[src/rtl/reference_buffer_sequencer_pkg.sv]
// reference_buffer_sequencer_pkg: shared state encoding, FIFO sizing and tag layout
package reference_buffer_sequencer_pkg;
  typedef enum logic [1:0] {IDLE, RUN, DRAIN, DONE} state_t;
  localparam int FIFO_DEPTH = 4;
  localparam int CNT_BITS = 3;
  localparam int TAG_BITS = 2;
  localparam int TAG_LAST = 1;
  localparam int TAG_FINAL = 0;
endpackage

[src/rtl/reference_buffer_sequencer_fifo.sv]
// sample_tag_fifo: 4-entry synchronous FIFO with occupancy count
module sample_tag_fifo
  import reference_buffer_sequencer_pkg::*;
#(
  parameter int W = 26
) (
  input  logic                clk,
  input  logic                reset,
  input  logic                push,
  input  logic                pop,
  input  logic [W-1:0]        din,
  output logic [W-1:0]        dout,
  output logic [CNT_BITS-1:0] count
);
  logic [W-1:0] mem [FIFO_DEPTH];
  logic [1:0] wp, rp;
  logic do_push, do_pop;
  assign do_pop = pop && count != '0;
  assign do_push = push && (count != CNT_BITS'(FIFO_DEPTH) || do_pop);
  assign dout = mem[rp];
  always_ff @(posedge clk) begin
    if (reset) begin
      wp <= '0;
      rp <= '0;
      count <= '0;
    end else begin
      if (do_push) begin
        mem[wp] <= din;
        wp <= wp + 1'b1;
      end
      if (do_pop) rp <= rp + 1'b1;
      count <= count + CNT_BITS'(do_push) - CNT_BITS'(do_pop);
    end
  end
endmodule

[src/rtl/reference_buffer_sequencer.sv]
// reference_buffer_sequencer: multi-pass address sweep with credit-managed, tagged sample forwarding
module reference_buffer_sequencer
  import reference_buffer_sequencer_pkg::*;
#(
  parameter int BUFFER_LENGTH = 16,
  parameter int INDEX_BITS = 4,
  parameter int I_BITS = 12,
  parameter int Q_BITS = 12,
  parameter int PASS_BITS = 8
) (
  input  logic                  clk,
  input  logic                  reset,
  input  logic                  start,
  input  logic [PASS_BITS-1:0]  num_passes,
  output logic                  busy,
  output logic                  done,
  output logic [INDEX_BITS-1:0] m_axi_raddr,
  output logic                  m_axi_rvalid,
  output logic                  m_axi_rready,
  input  logic                  s_axi_rready,
  input  logic                  s_axi_rvalid,
  input  logic [I_BITS-1:0]     i,
  input  logic [Q_BITS-1:0]     q,
  output logic [I_BITS-1:0]     out_i,
  output logic [Q_BITS-1:0]     out_q,
  output logic                  out_valid,
  input  logic                  out_ready,
  output logic                  out_last,
  output logic                  out_final
);
  localparam int DW = I_BITS + Q_BITS + TAG_BITS;
  state_t state, state_n;
  logic [INDEX_BITS-1:0] addr;
  logic [PASS_BITS-1:0] pass, npass;
  logic [CNT_BITS-1:0] outstanding, fifo_count;
  logic [TAG_BITS-1:0] tag, tag_head;
  logic [DW-1:0] head;
  logic accept, data_accept, last, fin;
  assign busy = state == RUN || state == DRAIN;
  assign done = state == DONE;
  assign m_axi_rready = busy;
  assign m_axi_raddr = addr;
  // Credits cover both in-flight reads and buffered samples, so the FIFO can never overflow
  assign m_axi_rvalid = state == RUN && ({1'b0, outstanding} + {1'b0, fifo_count}) < 4'(FIFO_DEPTH);
  assign accept = m_axi_rvalid && s_axi_rready;
  assign data_accept = s_axi_rvalid && m_axi_rready;
  assign last = addr == INDEX_BITS'(BUFFER_LENGTH - 1);
  assign fin = last && pass == npass - 1'b1;
  assign tag[TAG_LAST] = last;
  assign tag[TAG_FINAL] = fin;
  assign out_valid = fifo_count != '0;
  assign {out_i, out_q, out_last, out_final} = out_valid ? head : '0;
  // The tag queue occupancy doubles as the outstanding-read count
  sample_tag_fifo #(.W(TAG_BITS)) u_tag_q (
    .clk(clk),
    .reset(reset),
    .push(accept),
    .pop(data_accept),
    .din(tag),
    .dout(tag_head),
    .count(outstanding)
  );
  sample_tag_fifo #(.W(DW)) u_data_q (
    .clk(clk),
    .reset(reset),
    .push(data_accept),
    .pop(out_valid && out_ready),
    .din({i, q, tag_head}),
    .dout(head),
    .count(fifo_count)
  );
  always_comb begin
    state_n = state;
    unique case (state)
      IDLE: state_n = start ? (num_passes == '0 ? DONE : RUN) : IDLE;
      RUN: state_n = accept && fin ? DRAIN : RUN;
      DRAIN: state_n = outstanding == '0 && fifo_count == '0 ? DONE : DRAIN;
      default: state_n = IDLE;
    endcase
  end
  always_ff @(posedge clk) begin
    if (reset) state <= IDLE;
    else state <= state_n;
  end
  always_ff @(posedge clk) begin
    if (reset) begin
      addr <= '0;
      pass <= '0;
      npass <= '0;
    end else if (state == IDLE && start) begin
      npass <= num_passes;
      addr <= '0;
      pass <= '0;
    end else if (accept) begin
      addr <= last ? '0 : addr + 1'b1;
      if (last) pass <= pass + 1'b1;
    end
  end
endmodule

[config.mk]
export PLATFORM = sky130hd
export DESIGN_NAME = reference_buffer_sequencer
export DESIGN_NICKNAME = d
export VERILOG_FILES = /design/src/rtl/reference_buffer_sequencer_pkg.sv /design/src/rtl/reference_buffer_sequencer_fifo.sv /design/src/rtl/reference_buffer_sequencer.sv
export SDC_FILE = /design/constraint.sdc
export NUM_CORES = 1
export LEC_CHECK = 0
export CELL_PAD_IN_SITES_DETAIL_PLACEMENT = 1
export CELL_PAD_IN_SITES_GLOBAL_PLACEMENT = 1
export CORE_ASPECT_RATIO = 2
export CORE_MARGIN = 3
export CORE_UTILIZATION = 28
export DETAILED_ROUTE_END_ITERATION = 10
export PLACE_DENSITY_LB_ADDON = 0.1
export SLEW_MARGIN = 20
export SYNTH_ARGS = -nofsm -noshare
export SYNTH_HDL_FRONTEND = slang
export SYNTH_SLANG_ARGS = --single-unit
[constraint.sdc]
create_clock -name clk -period 2.63 [get_ports clk]
set_clock_uncertainty 0.1 [all_clocks]
set_input_delay 0.526 -clock clk [delete_from_list [all_inputs] [get_ports clk]]
set_output_delay 0.526 -clock clk [all_outputs]
set_load 0.01 [all_outputs]
# [After elaboration in Yosys (flattened, before gate mapping)]
# Memory sizes are Yosys's and may differ from the RTL's. A register that Yosys moved wholly into a read port is not among the register bits.
# Cells that the tools add are included.
# W data, S select, Z words.
[classes] muxes=17 n_lt_le_gt_ge=1 n_reduce_logical=23 n_eq_ne=7 n_addsub=12
[op_table] op="$mux W26" count=1
[op_table] op="$mux W2" count=7
[op_table] op="$logic_and A1 B1 Y1" count=12
[op_table] op="$add A2 B1 Y2 const B" count=4
[op_table] op="$add A8 B1 Y8 const B" count=1
[op_table] op="$eq A8 B8 Y1" count=1
[op_table] op="$logic_not A8 Y1" count=1
[op_table] op="$sub A8 B1 Y8 const B" count=1
[op_table] op="$mux W1" count=7
[op_table] op="$add A3 B1 Y3" count=2
[op_table] op="$logic_not A3 Y1" count=2
[op_table] op="$ne A3 B3 Y1 const B" count=2
[op_table] op="$pmux W2 S3" count=1
[op_table] op="$reduce_bool A3 Y1" count=2
[op_table] op="$sub A3 B1 Y3" count=2
[op_table] op="$add A3 B3 Y4" count=1
[op_table] op="$add A4 B1 Y4 const B" count=1
[op_table] op="$eq A2 B2 Y1 const B" count=2
[op_table] op="$eq A4 B4 Y1 const B" count=1
[op_table] op="$lt A4 B3 Y1 const B" count=1
[op_table] op="$mux W4" count=1
[op_table] op="$logic_or A1 B1 Y1" count=3
[op_table] op="$eq A2 B1 Y1 const B" count=1
[op_table] op="$logic_not A2 Y1" count=1
[op_table] op="other kinds (2)" count=2
[word_totals] elab_cells=72 mem_count=2 output_inout_bits=35 ram_bits=112 inputBits=38 register_bits=36
[mem_list] memory="u_data_q.mem" depth=4 width=26 read_ports=1 rd_ports_with_merged_regs=1 wr=1 line="reference_buffer_sequencer_fifo.sv:15" rtl="logic [W-1:0] mem [FIFO_DEPTH];"
[mem_list] memory="u_tag_q.mem" depth=4 width=2 read_ports=1 rd_ports_with_merged_regs=1 wr=1 line="reference_buffer_sequencer_fifo.sv:15"

# [Longest topological paths before layout]
[depth] ltp_word=9 mapped_depth=11 depth_no_buf=11

# [By module]
# From an unflattened synthesis, not the netlist that was laid out.
[hier_totals] hier_cells=417 area_unflattened_um2=6411.1
[by_module_without_submodules] mod="sample_tag_fifo (u_data_q)" n_inst=1 seq_area_each_um2=3303.2 area_each_um2=4206.5 cells_per_inst=182
[by_module_without_submodules] mod="reference_buffer_sequencer" n_inst=1 seq_area_each_um2=440.4 area_each_um2=1453.9 cells_per_inst=179
[by_module_without_submodules] mod="sample_tag_fifo (u_tag_q)" n_inst=1 seq_area_each_um2=420.4 area_each_um2=750.7 cells_per_inst=56

# [Least setup slack after synthesis]
# OpenSTA, ideal clock, no wires.
[synth_timing] path_kind="reg2reg" startpoint="register u_tag_q.count[2]" endpoint="register u_tag_q.count[1]" arrival_ns=2.601 slack_ns=-0.199 path_buffers=1 required_time_ns=2.402 setup_time_ns=0.128 synth_period_minus_slack_ns=2.829 stages_incl_launch_ff=9 cell_sequence="dfxtp_1 -> ha_1 -> or4b_4 -> or3b_1 -> buf_2 -> a31oi_4 -> ha_1 -> fa_1 -> nor2b_1"
[synth_between] elab_chain_cells=7 word_cells_on_any_way=11 classes_between="3 x add/sub; 1 x order compare; 1 x eq/ne; 6 x reduce/logical"
[synth_lines] element="from (decl)" line="reference_buffer_sequencer_fifo.sv:13" rtl="output logic [CNT_BITS-1:0] count"
[synth_lines] element="from (signal assigned)" line="reference_buffer_sequencer_fifo.sv:32" rtl="count <= count + CNT_BITS'(do_push) - CNT_BITS'(do_pop);"
[synth_lines] element="$add A3 B3 Y4" line="reference_buffer_sequencer.sv:44" rtl="assign m_axi_rvalid = state == RUN && ({1'b0, outstanding} + {1'b0, fifo_count}) < 4'(FIFO_DEPTH);"
[synth_lines] element="$lt A4 B3 Y1" line="reference_buffer_sequencer.sv:44"
[synth_lines] element="$logic_and A1 B1 Y1" line="reference_buffer_sequencer.sv:44"
[synth_lines] element="$logic_and A1 B1 Y1" line="reference_buffer_sequencer.sv:45" rtl="assign accept = m_axi_rvalid && s_axi_rready;"
[synth_lines] element="$logic_and A1 B1 Y1" line="reference_buffer_sequencer_fifo.sv:19" rtl="assign do_push = push && (count != CNT_BITS'(FIFO_DEPTH) || do_pop);"
[synth_lines] element="$add A3 B1 Y3" line="reference_buffer_sequencer_fifo.sv:32"
[synth_lines] element="$sub A3 B1 Y3 (*)" line="reference_buffer_sequencer_fifo.sv:32"
# Every way passes the cells marked *; elsewhere a longest branch is shown, timed or not.
# A chain may end at the register's enable or synchronous reset.

# [Worst setup path after layout]
# Same ends and word-level chain as after synthesis.

==> results.sh <==
export IMPL_status="finished, violations left"
export IMPL_violations="negative setup slack"
export IMPL_synth_main_ff_cell="sky130_fd_sc_hd__edfxtp_1"
export IMPL_final_period_minus_worst_setup_slack_ps=2640
export IMPL_dp_hpwl_um=10100
export IMPL_length_of_the_first_detailed_routing_pass_in_iterations=4
export IMPL_critical_path_class="reg -> reg"
export IMPL_first_global_vias=4293
export IMPL_synth_warnings=0
export IMPL_leakage_nw=2.93
export IMPL_die_ar_um2=24800
export IMPL_asyncSetResetFlopFracSynth=0
export IMPL_mappedNetlistNets=493
export IMPL_final_net_count=604
export IMPL_core_area_um2=22400
export IMPL_postSynthRegisterBits=152
export IMPL_grt_pass1_wl_um=23600
export IMPL_design_portCount=73
export IMPL_cts_tree="done"
export IMPL_max_freq_mhz=379
export IMPL_tns_ps=-6.47
export IMPL_num_vias=3849
export IMPL_buffer_ports_inserted=72
export IMPL_totalPowerFinal_mw=7.18
export IMPL_drt_antenna_violating_nets=0
export IMPL_finalWorstSetupSlack_ps=-6.47
export IMPL_worst_setup_path_end_kind="flip-flop"
export IMPL_clk_pin_slew_ps=60
export IMPL_worst_endpoint_required_ps=2840
export IMPL_post_synth_edffs=112
export IMPL_skew_pair_late_insertion_delay_ps=430
export IMPL_report_final_slew_viol_count=0
export IMPL_worstPathArrival_ps=2840
export IMPL_synth_distinct_cells=43
export IMPL_synth_largest_type_area_fraction=0.525
export IMPL_cts_max_level=4
export IMPL_power_per_cell_area_nw_per_um2=848
export IMPL_max_slew_margin=0.618
export IMPL_post_cts_hold_buffer_count=0
export IMPL_initial_utilization=0.287
export IMPL_cts_max_path_buffers=2
export IMPL_timing_final_hold_violations=0
export IMPL_syn_avg_cell_area_um2=14.8
export IMPL_maxCapViolations=0
export IMPL_totalWireLength_um=15300
export IMPL_layout_worst_path_cycle_share=1.00
export IMPL_worstMarginPinSlew_ps=568
export IMPL_placement_rows=77
export IMPL_tritoncts_num_buffers=17
export IMPL_area_growth_syn_to_layout_pct=32.1
export IMPL_avgRoutedWirePerCell_um=18.3
export IMPL_chipHeight_um=220
export IMPL_setup_worst_path_start_class="flip-flop"
export IMPL_drt_initial_drc_count=94
export IMPL_hp_class="reg -> reg"
export IMPL_crit_fanout=2
export IMPL_grt_max_degree=28
export IMPL_rsz0062_at_grt="yes"
export IMPL_vias_per_cell=4.63
export IMPL_synth_seq_area_share=0.650
export IMPL_place_congestion=0.680
export IMPL_antenna_found_initial=0
export IMPL_dp_slack_ps=-130
export IMPL_cts_root_buffer="sky130_fd_sc_hd__clkbuf_16"
export IMPL_drc=0
export IMPL_floorplan_die_width_um=113
export IMPL_synthDominantAreaCellType="sky130_fd_sc_hd__edfxtp_1"
export IMPL_synth_cells=432
export IMPL_clock_sinks=152
export IMPL_fin_worst_hold_slack_ps=413
export IMPL_power_ir_vdd_worst_v=0.000500
export IMPL_insertedDiodeCount=0
export IMPL_syn_cell_area_um2=6410
export IMPL_global_route_overflow_total=0
export IMPL_drive_gt1_frac=0.248
export IMPL_netlist_top_cells_area="sky130_fd_sc_hd__edfxtp_1 (53%), sky130_fd_sc_hd__dfxtp_1 (13%), sky130_fd_sc_hd__mux4_2 (9.8%), sky130_fd_sc_hd__ha_1 (4.1%), sky130_fd_sc_hd__and2_1 (3.2%)"
export IMPL_grt_total_usage=0.129
export IMPL_finalSetupViolations=1
[path summary, 6_finish.rpt]
path         cells after the start                   startpoint  slack, ps                     endpoint
max                              7  u_tag_q.count[2]$_SDFF_PP0_         -6  u_tag_q.count[1]$_SDFF_PP0_
min                              2        npass[7]$_SDFFE_PP0P_        410        npass[7]$_SDFFE_PP0P_
max reg2reg                      7  u_tag_q.count[2]$_SDFF_PP0_         -6  u_tag_q.count[1]$_SDFF_PP0_
min reg2reg                      2        npass[7]$_SDFFE_PP0P_        410        npass[7]$_SDFFE_PP0P_
[placed cells by master (no fill, tap or decap), types with 4 or more instances in the layout]
cell and count:
sky130_fd_sc_hd__a21oi_1 12, sky130_fd_sc_hd__and2_1 30, sky130_fd_sc_hd__buf_12 7, sky130_fd_sc_hd__buf_2 9, sky130_fd_sc_hd__buf_4 26, sky130_fd_sc_hd__clkbuf_16 17, sky130_fd_sc_hd__clkbuf_2 6, sky130_fd_sc_hd__clkdlybuf4s15_1 12
sky130_fd_sc_hd__clkdlybuf4s50_1 45, sky130_fd_sc_hd__clkinv_4 4, sky130_fd_sc_hd__dfxtp_1 36, sky130_fd_sc_hd__edfxtp_1 112, sky130_fd_sc_hd__ha_1 18, sky130_fd_sc_hd__inv_1 22, sky130_fd_sc_hd__mux4_2 28, sky130_fd_sc_hd__nand2_1 25
sky130_fd_sc_hd__nand3_1 8, sky130_fd_sc_hd__nor2_1 28, sky130_fd_sc_hd__nor2_4 5, sky130_fd_sc_hd__nor3_1 10, sky130_fd_sc_hd__xnor2_1 18, sky130_fd_sc_hd__xor2_1 9
[report_power, final]
group	total (mW)	switching, mW	leakage [nW]	internal, mW
Sequential	2.77	0.0923	1.34	2.68
Combinational	1.94	0.882	1.31	1.06
Clock	2.46	0.963	0.285	1.50
Total	7.18	1.94	2.93	5.24
[timing repair]
action,4_1_cts,5_1_grt
cloned,3,0
buffers inserted,1,1
resized for setup,67,39
endpoints found under the setup margin,40,38
pin swaps,0,5
[critical path, stage by stage (launching register included)]
cell and delay, ps:
sky130_fd_sc_hd__dfxtp_4 350, sky130_fd_sc_hd__ha_4 220, sky130_fd_sc_hd__or4b_4 510, sky130_fd_sc_hd__or3b_4 410, sky130_fd_sc_hd__a31oi_4 170, sky130_fd_sc_hd__ha_2 200
sky130_fd_sc_hd__fa_1 410, sky130_fd_sc_hd__nor2b_1 140
[layer usage]
metal / part of all wire / wire length, µm / track usage / up-vias
met5: 0 / 0 / 0 / -
met4: 0.018 / 269 / 0.0517 / 0
met3: 0.032 / 484 / 0.0335 / 14
met2: 0.62 / 9480 / 0.267 / 70
met1: 0.33 / 5030 / 0.113 / 1959
li1: - / - / - / 1806
[cell usage after synthesis (all sizes together) (6+ instances only)]
master	n
a21oi	12
nand2	26
nor3	11
clkbuf	10
edfxtp	112
and2	33
nand3	8
buf	7
nor4	6
inv	23
xor2	9
dfxtp	40
ha	21
xnor2	18
nor2	34
mux4	28
[state kept, by name, indices dropped and copies added, names as in the netlist, named ones only]
| name | flops |
|---|---|
| u_tag_q.mem | 8 |
| u_data_q.wp | 2 |
| state | 2 |
| u_data_q.count | 3 |
| m_axi_raddr | 4 |
| npass | 8 |
| u_data_q.rp | 2 |
| u_tag_q.count | 3 |
| pass | 8 |
| u_tag_q.wp | 2 |
| u_data_q.mem | 104 |
| u_tag_q.rp | 2 |
[per-stage QoR]
stage	std cells	utilization	instance area [µm²]
2_1_floorplan	432	-	6430
3_3_place_gp	795	0.346	7730
3_5_place_dp	795	0.346	7730
4_1_cts	831	0.377	8430
5_1_grt	832	0.379	8460
6_report	832	0.379	8460
[cell type report]
cell class,instances,area [µm²]
clock buffer,18,429
sequential,152,4170
clock inverter,14,174
multi-input combinational,240,2180
tap,276,345
inverter,23,86.3
fill,2366,13900
timing repair buffer,109,1070
[logic make-up after synthesis]
logic type / count (synthesis) / share of synthesized area
mux: 31 / 0.103
fa+ha+maj: 23 / 0.0473
compound gates: 25 / 0.0275
xor+xnor: 27 / 0.0369
flops: 152 / 0.650
buf+inv: 40 / 0.0258
simple gates: 134 / 0.109
(Power assumes the default switching activity.)
